**config.mk**
```make
export PLATFORM = sky130hd
export DESIGN_NAME = keypad_entry_buffer
export DESIGN_NICKNAME = d
export VERILOG_FILES = /design/src/rtl/keypad_entry_buffer.sv
export SDC_FILE = /design/constraint.sdc
export NUM_CORES = 1
export LEC_CHECK = 0
export CAP_MARGIN = 20
export CORE_MARGIN = 2
export CORE_UTILIZATION = 34
export CTS_CLUSTER_DIAMETER = 200
export DETAILED_ROUTE_END_ITERATION = 6
export SYNTH_ARGS = -nofsm -noshare
export SYNTH_HDL_FRONTEND = slang
export SYNTH_SLANG_ARGS = --single-unit
```
**constraint.sdc**
```tcl
create_clock -name i_Clk -period 2.95 [get_ports i_Clk]
set_input_delay 0.4425 -clock i_Clk [delete_from_list [all_inputs] [get_ports i_Clk]]
set_output_delay 0.4425 -clock i_Clk [all_outputs]
set_load 0.1 [all_outputs]
```
**src/rtl/keypad_entry_buffer.sv**
```systemverilog
`default_nettype none
// ============================================================================
// Module      : keypad_entry_buffer
// Description : Captures hex keypad codes on the scanner done strobe, builds a
//               4-digit hex entry, commits it on the enter key, clears it on
//               the clear key, and shows it on a multiplexed active-low
//               7-segment display.
// Revision    : 1.0 - initial release
// ============================================================================
module keypad_entry_buffer #(
  parameter int         REFRESH_CNT = 100_000 - 1,
  parameter logic [3:0] CLR_KEY     = 4'hC,
  parameter logic [3:0] ENT_KEY     = 4'hE
) (
  input  logic        i_Clk,
  input  logic        i_Rst,
  input  logic [3:0]  i_Num,
  input  logic        i_fDone,
  output logic [15:0] o_Value,
  output logic        o_fValid,
  output logic [2:0]  o_Count,
  output logic [6:0]  o_Seg,
  output logic [3:0]  o_Digit
);

  localparam int c_REF_W = (REFRESH_CNT > 0) ? $clog2(REFRESH_CNT + 1) : 1;
  localparam logic [c_REF_W-1:0] c_REF_MAX = c_REF_W'(REFRESH_CNT);
  localparam logic [2:0] c_FULL = 3'd4;
  localparam logic [6:0] c_BLANK = 7'b1111111;

  typedef enum logic [1:0] {
    ST_IDLE   = 2'd0,
    ST_WAIT   = 2'd1,
    ST_DECODE = 2'd2
  } state_t;

  state_t               r_state;
  state_t               w_state_next;
  logic                 w_decode;
  logic                 w_rise;
  logic                 r_done_d;
  logic [15:0]          r_buffer;
  logic [2:0]           r_count;
  logic [15:0]          r_value;
  logic                 r_valid;
  logic [c_REF_W-1:0]   r_refresh;
  logic [1:0]           r_index;
  logic [3:0]           w_nibble;
  logic                 w_blank;
  logic [6:0]           r_seg;
  logic [3:0]           r_digit;

  // Active-low {g,f,e,d,c,b,a} pattern for a hex nibble.
  function automatic logic [6:0] f_seg(input logic [3:0] n);
    logic [6:0] s;
    case (n)
      4'h0: s = 7'b1000000;
      4'h1: s = 7'b1111001;
      4'h2: s = 7'b0100100;
      4'h3: s = 7'b0110000;
      4'h4: s = 7'b0011001;
      4'h5: s = 7'b0010010;
      4'h6: s = 7'b0000010;
      4'h7: s = 7'b1111000;
      4'h8: s = 7'b0000000;
      4'h9: s = 7'b0010000;
      4'hA: s = 7'b0001000;
      4'hB: s = 7'b0000011;
      4'hC: s = 7'b1000110;
      4'hD: s = 7'b0100001;
      4'hE: s = 7'b0000110;
      default: s = 7'b0001110;
    endcase
    return s;
  endfunction

  // Rising edge of the done strobe; only acted on from IDLE.
  assign w_rise = i_fDone & ~r_done_d;

  // Capture FSM state register and done-strobe delay flop.
  always_ff @(posedge i_Clk or posedge i_Rst) begin
    if (i_Rst) begin
      r_state  <= ST_IDLE;
      r_done_d <= 1'b0;
    end else begin
      r_state  <= w_state_next;
      r_done_d <= i_fDone;
    end
  end

  // Next-state logic; DECODE flags the cycle in which the key is acted on.
  always_comb begin
    w_state_next = r_state;
    w_decode     = 1'b0;
    case (r_state)
      ST_IDLE:   if (w_rise) w_state_next = ST_WAIT;
      ST_WAIT:   w_state_next = ST_DECODE;
      ST_DECODE: begin
        w_decode     = 1'b1;
        w_state_next = ST_IDLE;
      end
      default:   w_state_next = ST_IDLE;
    endcase
  end

  // Entry buffer, digit count and committed value.
  always_ff @(posedge i_Clk or posedge i_Rst) begin
    if (i_Rst) begin
      r_buffer <= 16'h0000;
      r_count  <= 3'd0;
      r_value  <= 16'h0000;
      r_valid  <= 1'b0;
    end else begin
      r_valid <= 1'b0;
      if (w_decode) begin
        if (i_Num == CLR_KEY) begin
          r_buffer <= 16'h0000;
          r_count  <= 3'd0;
        end else if (i_Num == ENT_KEY) begin
          // An empty entry is not committed and produces no pulse.
          if (r_count != 3'd0) begin
            r_value  <= r_buffer;
            r_valid  <= 1'b1;
            r_buffer <= 16'h0000;
            r_count  <= 3'd0;
          end
        end else if (r_count < c_FULL) begin
          r_buffer <= {r_buffer[11:0], i_Num};
          r_count  <= r_count + 3'd1;
        end
      end
    end
  end

  // Refresh counter and digit index for the display multiplexer.
  always_ff @(posedge i_Clk or posedge i_Rst) begin
    if (i_Rst) begin
      r_refresh <= '0;
      r_index   <= 2'd0;
    end else if (r_refresh == c_REF_MAX) begin
      r_refresh <= '0;
      r_index   <= r_index + 2'd1;
    end else begin
      r_refresh <= r_refresh + 1'b1;
    end
  end

  // Nibble selection; digits at or beyond the count stay dark.
  always_comb begin
    w_nibble = r_buffer[3:0];
    case (r_index)
      2'd0:    w_nibble = r_buffer[3:0];
      2'd1:    w_nibble = r_buffer[7:4];
      2'd2:    w_nibble = r_buffer[11:8];
      default: w_nibble = r_buffer[15:12];
    endcase
    w_blank = ({1'b0, r_index} >= r_count);
  end

  // Registered segment and digit-enable drivers.
  always_ff @(posedge i_Clk or posedge i_Rst) begin
    if (i_Rst) begin
      r_seg   <= c_BLANK;
      r_digit <= 4'b1110;
    end else begin
      r_seg   <= w_blank ? c_BLANK : f_seg(w_nibble);
      r_digit <= ~(4'b0001 << r_index);
    end
  end

  assign o_Value  = r_value;
  assign o_fValid = r_valid;
  assign o_Count  = r_count;
  assign o_Seg    = r_seg;
  assign o_Digit  = r_digit;

endmodule
`default_nettype wire

```
==> qor.txt, run 1 <==
SETUP PATH
-----------------------------------------------------------------------------------------
Required time of the critical path                                                3.20 ns
Critical Path AT                                                                  2.81 ns
Reg2Reg Depth                                                                           9
Reg-to-Reg Start                                                             r_index[0]$_DFFE_PP0N_
R2R setup slack                                                                   0.39 ns
Maximum net fanout on the critical path                                                 5
Critical path capture point type                                                 register
Worst setup SP type                                                              register
Reg-to-Reg End                                                               o_Seg[3]$_DFF_PP1_
Type of the setup path with the least slack                                  register to register

CLOCK NETWORK
-----------------------------------------------------------------------------------------
Sink Count                                                                             69
Clock tree from TritonCTS                                                             yes
Cell at the root of the clock tree                                               clkbuf_8
H-tree level count                                                                      3
Resized Gates After CTS                                                                 0
Cts bufs inserted                                                                       9
Max Root-Sink Buffers                                                                   2
Source-to-sink clock delay at the later pin of the worst-skew pair                0.35 ns
Number of buffers inserted for hold repair after clock tree synthesis                   0
Clk pin slew, worst setup/hold paths                                              0.08 ns
Buffers inserted by post-CTS timing repair                                              0

DIE
-----------------------------------------------------------------------------------------
Core area                                                                      9200 sq um
Starting density of the core                                                        0.349
Die Ht                                                                             101 um
Die footprint                                                                 10200 sq um
Ports                                                                                  38
Die width                                                                          101 um
Row Count                                                                              35

PLACE
-----------------------------------------------------------------------------------------
Weighted congestion reported at the end of routability-driven placement             0.805
Placed Cells incl. Taps                                                               428
Post-placement cell area                                                       3650 sq um
Sum of net half-perimeters after detailed placement                               4.44 mm
Quantity of I/O buffers inserted on ports                                              37

POWER AND IR DROP
-----------------------------------------------------------------------------------------
Largest vdd supply drop                                                        0.000537 V
Static leakage                                                                    1.79 nW
Switching pwr                                                                     1.76 mW
P per Cell Area                                                               976 nW/um^2
Combinational group share of total power                                            0.433
Fraction of power spent switching nets                                              0.468
Internal power summed over all cells                                              2.00 mW
Clock Power Share                                                                   0.202
Portion of total power attributed to sequential cells                               0.365

ROUTE
-----------------------------------------------------------------------------------------
Detailed Route WL                                                                 6.43 mm
Average wire per standard cell                                                    14.5 um
Total iterations of the first detailed-routing run                                      5
Vias                                                                                 2201
Starting DRC count in detailed routing                                                139
Final ANT Viol Nets                                                                     0
Average via count per standard cell                                                  4.96
DRC violation count after routing                                                       0

YOSYS
-----------------------------------------------------------------------------------------
Synthesized instance count                                                            284
Leading area contributor after synthesis                                          dfrtp_1
Proportion of register bits with asynchronous set or reset after synthesis           1.00
Top-area cell type share of the netlist area                                        0.460
Library cells used by synthesis                                                        44
Net count after synthesis                                                             307
Flip-flop and latch count after synthesis                                              69
Dominant register cell in the synthesized netlist                                 dfrtp_1
Sequential element share of the synthesized area                                    0.541
Synthesized area per cell                                                      11.3 sq um
Synth top area cells                                                         dfrtp_1, dfstp_2, mux2_2
EDFF count, synth                                                                       0
YS warnings                                                                             0
Post-synth design cell area                                                    3210 sq um

STA
-----------------------------------------------------------------------------------------
Share of the clock period used by the worst path after layout                       0.867
RSZ-0062 raised after global routing                                                false
Max frequency                                                                   0.391 GHz
Slew at the pin closest to its max-slew limit                                    0.920 ns
Count of endpoints failing hold in the final timing report                              0
# setup viols final                                                                     0
Remaining max-slew budget at the tightest pin                                       0.385
Final-report max-slew violation count                                                   0
Period minus WS final                                                             2.56 ns
Final clock skew                                                                0.0120 ns
Post-route setup TNS                                                                 0 ns

OUTCOME
-----------------------------------------------------------------------------------------
Run status                                                                   complete, no violations

CELLS AND AREA
-----------------------------------------------------------------------------------------
Commonest cells after routing, fill and taps aside                           dfrtp_1, buf_4, inv_1, nand3_1, mux2_2
Layout Cells excl Fill                                                                444
Layout cells sized above 1                                                          0.258
Post-layout net count                                                                 351
Area overhead of the layout relative to synthesis                                   19.5%
Most common cell after layout, fill and taps aside                                dfrtp_1
Cell area after layout                                                         3840 sq um
Number of inserted diodes                                                               0

GRT
-----------------------------------------------------------------------------------------
Antenna violations before repair                                                        0
Global route total overflow                                                             0
Vias in the first global route                                                       2177
Pin count of the biggest net entering global routing                                   55
GRT Util Overall                                                                    0.137
Wire length of the first global-routing pass                                      11.0 mm

MIN PATH
-----------------------------------------------------------------------------------------
Worst Hold Class                                                             primary input to async pin

FLOW RUN
-----------------------------------------------------------------------------------------
Max-cap violations                                                                      0

==> worst max-delay path: stages, from the launching register on <==
cell and delay [ns]:
dfrtp_1 0.42, inv_1 0.15, ha_1 0.28, a222oi_1 0.13
mux2i_1 0.43, inv_1 0.19, ha_1 0.33, a211oi_1 0.22
a21oi_1 0.07, a32oi_1 0.23
==> synth_stat cells, types with 2 or more instances <==
master,n
a2111oi_0,2
ha_1,16
nand3_1,21
o21ai_0,17
mux2_2,18
inv_1,33
clkbuf_1,6
nand2_1,12
a21oi_1,7
xor2_1,3
mux2i_1,5
a211oi_1,2
and4_1,2
o221ai_1,3
nand4_1,6
xnor2_1,13
dfrtp_1,59
nor2_1,11
nand2b_1,3
nor2b_1,4
dfstp_2,10
nor3_1,3
a21o_1,2
and3_1,2
a222oi_1,2
a22oi_1,4
==> metrics by stage <==
step	hold slack [ns]	utilization	setup slack, ns	total power [mW]
floorplan	0.384	-	0.734	2.64
global placement	0.389	0.397	0.392	2.99
detailed placement	0.393	0.397	0.404	3.01
CTS	0.376	0.418	0.369	3.78
global route	0.394	0.418	0.185	3.96
finish	0.377	0.418	0.392	3.75
==> final cells by class <==
type	count	area (sq um)
Fill cell	893	5360
Sequential cell	69	1740
Multi-Input combinational cell	174	1310
Timing Repair Buffer	41	335
Tap cell	111	139
Clock buffer	10	128
Inverter	33	124
Clock inverter	6	65.1
==> registers in the layout (all words and copies together) (netlist names) <==
| name | count |
|---|---|
| r_buffer | 16 |
| o_fValid | 1 |
| r_index | 2 |
| o_Digit | 4 |
| o_Seg | 7 |
| r_state | 2 |
| o_Count | 3 |
| r_done_d | 1 |
| r_refresh | 17 |
| o_Value | 16 |
==> worst max-delay path by stage <==
| stage | from | end | slack, ns | depth (start not counted) |
|---|---|---|---|---|
| after floorplan | o_Count[0]$_DFFE_PP0P_ | o_Value[0]$_DFFE_PP0P_ | 0.73 | 6 |
| after global placement | r_index[0]$_DFFE_PP0N_ | o_Seg[3]$_DFF_PP1_ | 0.39 | 9 |
| after detailed placement | r_index[0]$_DFFE_PP0N_ | o_Seg[3]$_DFF_PP1_ | 0.40 | 9 |
| after CTS | r_index[0]$_DFFE_PP0N_ | o_Seg[3]$_DFF_PP1_ | 0.37 | 9 |
| after global routing | r_index[0]$_DFFE_PP0N_ | o_Seg[3]$_DFF_PP1_ | 0.18 | 9 |
| final | r_index[0]$_DFFE_PP0N_ | o_Seg[3]$_DFF_PP1_ | 0.39 | 9 |
==> metal layers <==
metal / up-vias / GRT usage / share of wire
li1: 1079 / - / -
met1: 1079 / 0.202 / 0.52
met2: 37 / 0.191 / 0.43
met3: 6 / 0.0393 / 0.037
met4: 0 / 0.0520 / 0.013
met5: - / 0 / 0
==> cell families (layout without fill, tap and decap cells) <==
logic type,count (synthesis),in the layout,synth area share
AND/OR/NAND/NOR,70,70,0.118
adder cells (fa/ha/maj),16,16,0.0623
flip-flops,69,69,0.541
multiplexers,23,23,0.0787
XOR/XNOR,16,16,0.0436
AO/OA/AOI/OAI,49,49,0.105
buffers and inverters,41,90,0.0506
==> power groups by stage <==
| stage | clock network, mW | logic [mW] | registers, mW |
|---|---|---|---|
| finish | 0.757 | 1.62 | 1.37 |
| global route | 0.831 | 1.73 | 1.40 |
| CTS | 0.780 | 1.63 | 1.37 |
| detailed placement | 0 | 1.62 | 1.39 |
| global placement | 0 | 1.61 | 1.38 |
| floorplan | 0 | 0.563 | 2.08 |
Power figures use the tool's default switching activity.
==> run 2: changes to the inputs <==
--- a/config.mk
+++ b/config.mk
@@ -5,11 +5,14 @@
 export SDC_FILE = /design/constraint.sdc
 export NUM_CORES = 1
 export LEC_CHECK = 0
+export ABC_AREA = 1
 export CAP_MARGIN = 20
 export CORE_MARGIN = 2
 export CORE_UTILIZATION = 34
 export CTS_CLUSTER_DIAMETER = 200
 export DETAILED_ROUTE_END_ITERATION = 6
+export GPL_TIMING_DRIVEN = 0
+export HOLD_SLACK_MARGIN = 0.08
 export SYNTH_ARGS = -nofsm -noshare
 export SYNTH_HDL_FRONTEND = slang
 export SYNTH_SLANG_ARGS = --single-unit
==> run 2 against run 1 <==
Die area up 8.7%. Area after synthesis is 9.0% higher. Clock skew down 0.0030 ns. Sequential share of layout area down 4.7 points. Total power up 0.20%. Cell count grew 37%. Core utilization grew 0.31 points. Clock power up 23%. Largest cell class unchanged. Highest routed layer unchanged.
==> qor.txt, run 2 <==
ROUTE
-----------------------------------------------------------------------------------------
Average via count per standard cell                                                  4.52   -8.7%
Detailed Route WL                                                                 7.12 mm   +11%
Vias                                                                                 2746   +25%
Average wire per standard cell                                                    11.7 um   -19%
DRC violation count after routing                                                       0   unchanged
Final ANT Viol Nets                                                                     0   unchanged
Total iterations of the first detailed-routing run                                      4   -1
Starting DRC count in detailed routing                                                 97   -30%

SETUP PATH
-----------------------------------------------------------------------------------------
Critical Path AT                                                                  2.01 ns   -0.80 ns
Maximum net fanout on the critical path                                                 6   +1
Cells along the critical path                                                clkdlybuf4s50_1
Critical path's slowest cell                                                 clkdlybuf4s50_1
Type of the setup path with the least slack                                  register to output pin
Required time of the critical path                                                2.51 ns   -0.69 ns
Critical path capture point type                                               output pin
Category of cells accounting for the largest share of critical-path delay    buffers and inverters
Max stage delay on crit path                                                      1.21 ns   +0.78 ns
Buffer and inverter count on the worst path                                             1   -1
Worst setup SP type                                                              register

CELLS AND AREA
-----------------------------------------------------------------------------------------
Most common cell after layout, fill and taps aside                                nand2_1
Area overhead of the layout relative to synthesis                                   22.3%
Flip-flop count of the largest register after layout                                   17   unchanged
Biggest register                                                                r_refresh
Layout cells sized above 1                                                          0.123   -0.135
Post-layout net count                                                                 489   +39%
Layout Cells excl Fill                                                                607   +37%
Commonest cells after routing, fill and taps aside                           nand2_1, dfrtp_1, inv_1, clkdlybuf4s50_1, nor2_1
Number of inserted diodes                                                               0   unchanged

PLACE
-----------------------------------------------------------------------------------------
Quantity of I/O buffers inserted on ports                                              37   unchanged
Weighted congestion reported at the end of routability-driven placement             0.873   +8.5%
Placed Cells incl. Taps                                                               591   +38%
Sum of net half-perimeters after detailed placement                               5.12 mm   +15%

YOSYS
-----------------------------------------------------------------------------------------
Synthesized instance count                                                            418   +47%
Net count after synthesis                                                             441   +44%
Library cells used by synthesis                                                        33   -25%
Synth top area cells                                                         dfrtp_1, nand2_1, dfstp_2
Flip-flop and latch count after synthesis                                              69   unchanged
Sequential element share of the synthesized area                                    0.496   -0.0448
Proportion of register bits with asynchronous set or reset after synthesis           1.00   unchanged
Most repeated cell in the gate-level netlist after synthesis                      nand2_1
Synth top cells by count                                                     nand2_1, dfrtp_1, inv_1
Leading area contributor after synthesis                                          dfrtp_1
Synthesized area per cell                                                      8.38 sq um   -26%
YS warnings                                                                             0   unchanged
Dominant register cell in the synthesized netlist                                 dfrtp_1
Top-area cell type share of the netlist area                                        0.421   -0.0381
Post-synth design cell area                                                    3500 sq um   +9.0%
EDFF count, synth                                                                       0   unchanged

GRT
-----------------------------------------------------------------------------------------
Wire length of the first global-routing pass                                      12.7 mm   +16%
Pin count of the biggest net entering global routing                                   70   +27%
Vias in the first global route                                                       2760   +27%
Global route total overflow                                                             0   unchanged
Antenna violations before repair                                                        0   unchanged
GRT Util Overall                                                                    0.143   +0.00536

DIE
-----------------------------------------------------------------------------------------
Core area                                                                     10200 sq um   +11%
Ports                                                                                  38   unchanged
Die width                                                                          106 um   +4.2%
Row Count                                                                              37   +5.7%
Die footprint                                                                 11100 sq um   +8.7%
Die Ht                                                                             106 um   +4.2%
Starting density of the core                                                        0.344   -0.00541

STA
-----------------------------------------------------------------------------------------
RSZ-0062 raised after global routing                                                false
Final-report max-slew violation count                                                   0   unchanged
Remaining max-slew budget at the tightest pin                                       0.324   -0.0608
Period minus WS final                                                             2.46 ns   -0.102 ns
# setup viols final                                                                     0   unchanged
Max frequency                                                                   0.407 GHz   +4.1%
Slew at the pin closest to its max-slew limit                                     1.01 ns   +0.0908 ns
Hold_ws                                                                          0.402 ns   +0.0251 ns
Count of endpoints failing hold in the final timing report                              0   unchanged
Final clock skew                                                               0.00901 ns   -0.00298 ns
Share of the clock period used by the worst path after layout                       0.833   -0.0345
Post-route setup TNS                                                                 0 ns   unchanged

CLOCK NETWORK
-----------------------------------------------------------------------------------------
Clock tree from TritonCTS                                                             yes
Cell at the root of the clock tree                                               clkbuf_8
Cts bufs inserted                                                                       9   unchanged
Max Root-Sink Buffers                                                                   2   unchanged
H-tree level count                                                                      3   unchanged
Resized Gates After CTS                                                                 0   unchanged
Number of buffers inserted for hold repair after clock tree synthesis                   0   unchanged
Buffers inserted by post-CTS timing repair                                              0   unchanged
Sink Count                                                                             69   unchanged
Source-to-sink clock delay at the later pin of the worst-skew pair                0.35 ns   about the same
Clk pin slew, worst setup/hold paths                                              0.08 ns   about the same

POWER AND IR DROP
-----------------------------------------------------------------------------------------
Static leakage                                                                    2.12 nW   +18%
Overall power consumption                                                         3.76 mW   +0.20%
P per Cell Area                                                               877 nW/um^2   -10%
Largest vdd supply drop                                                        0.000600 V   +12%

MIN PATH
-----------------------------------------------------------------------------------------
Worst Hold Class                                                             register to register

OUTCOME
-----------------------------------------------------------------------------------------
Run status                                                                   complete, no violations

FLOW RUN
-----------------------------------------------------------------------------------------
Max-cap violations                                                                      0   unchanged

==> run 2: cell count changes after synthesis, moves of 6 or more <==
cell     delta
nand2_1   +138
nor2_1     +21
mux2_2     -18
inv_1      +13
xnor2_1    -12
o21ai_1     +9
o21ai_2     +9
nand3_1     +6
o21ai_0     -6
==> run 2: through the flow <==
| stage | worst slack (ns) | area (sq um) | util |
|---|---|---|---|
| CTS | 0.473 | 4290 | 0.421 |
| global route | 0.420 | 4290 | 0.421 |
| floorplan | 0.784 | 3500 | - |
| finish | 0.494 | 4290 | 0.421 |
| global placement | -0.351 | 4040 | 0.397 |
| detailed placement | 0.760 | 4050 | 0.397 |
==> run 2: cells by family (layout without fill, tap and decap cells) <==
logic type,count (synthesis),after routing,share of synthesized area
compound gates,39,39,0.0721
fa+ha+maj,16,16,0.0571
simple gates,232,232,0.288
buf+inv,56,109,0.0718
xor+xnor,6,6,0.0150
flops,69,69,0.496
==> run 2: power by group <==
part / leakage, nW / switching [mW] / internal [mW] / total (mW)
logic: 1.11 / 1.11 / 0.391 / 1.50
clock network: 0.116 / 0.368 / 0.562 / 0.930
registers: 0.890 / 0.167 / 1.16 / 1.33
==> run 2: routing by layer <==
metal | wire length [um] | GRT usage
met5 | 0 | 0
met4 | 140 | 0.0667
met3 | 335 | 0.0328
met2 | 3250 | 0.225
met1 | 3400 | 0.186
==> run 2: worst paths after layout <==
kind	start	to	slack [ns]	depth (start not counted)
max in group asynchronous	i_Rst	o_Digit[0]$_DFF_PP0_	1.80	2
setup reg to reg	r_index[0]$_DFFE_PP0N_	o_Seg[5]$_DFF_PP1_	0.75	11
min in group asynchronous	i_Rst	r_state[0]$_DFFE_PP0P_	0.62	2
setup / recovery	o_Count[0]$_DFFE_PP0P_	o_Count[0]	0.49	1
hold / removal	r_done_d$_DFF_PP0_	r_state[0]$_DFFE_PP0P_	0.40	1
hold reg to reg	r_done_d$_DFF_PP0_	r_state[0]$_DFFE_PP0P_	0.40	1
==> run 2: area by class of cell <==
type                       instances  area [sq um]
fill                            1059          5900
sequential                        69          1740
multi-input combinational        293          1510
timing repair buffer              37           370
inverter                          49           186
tap                              136           170
clock buffer                      10           128
clock inverter                     6           111
buffer                             7          67.6
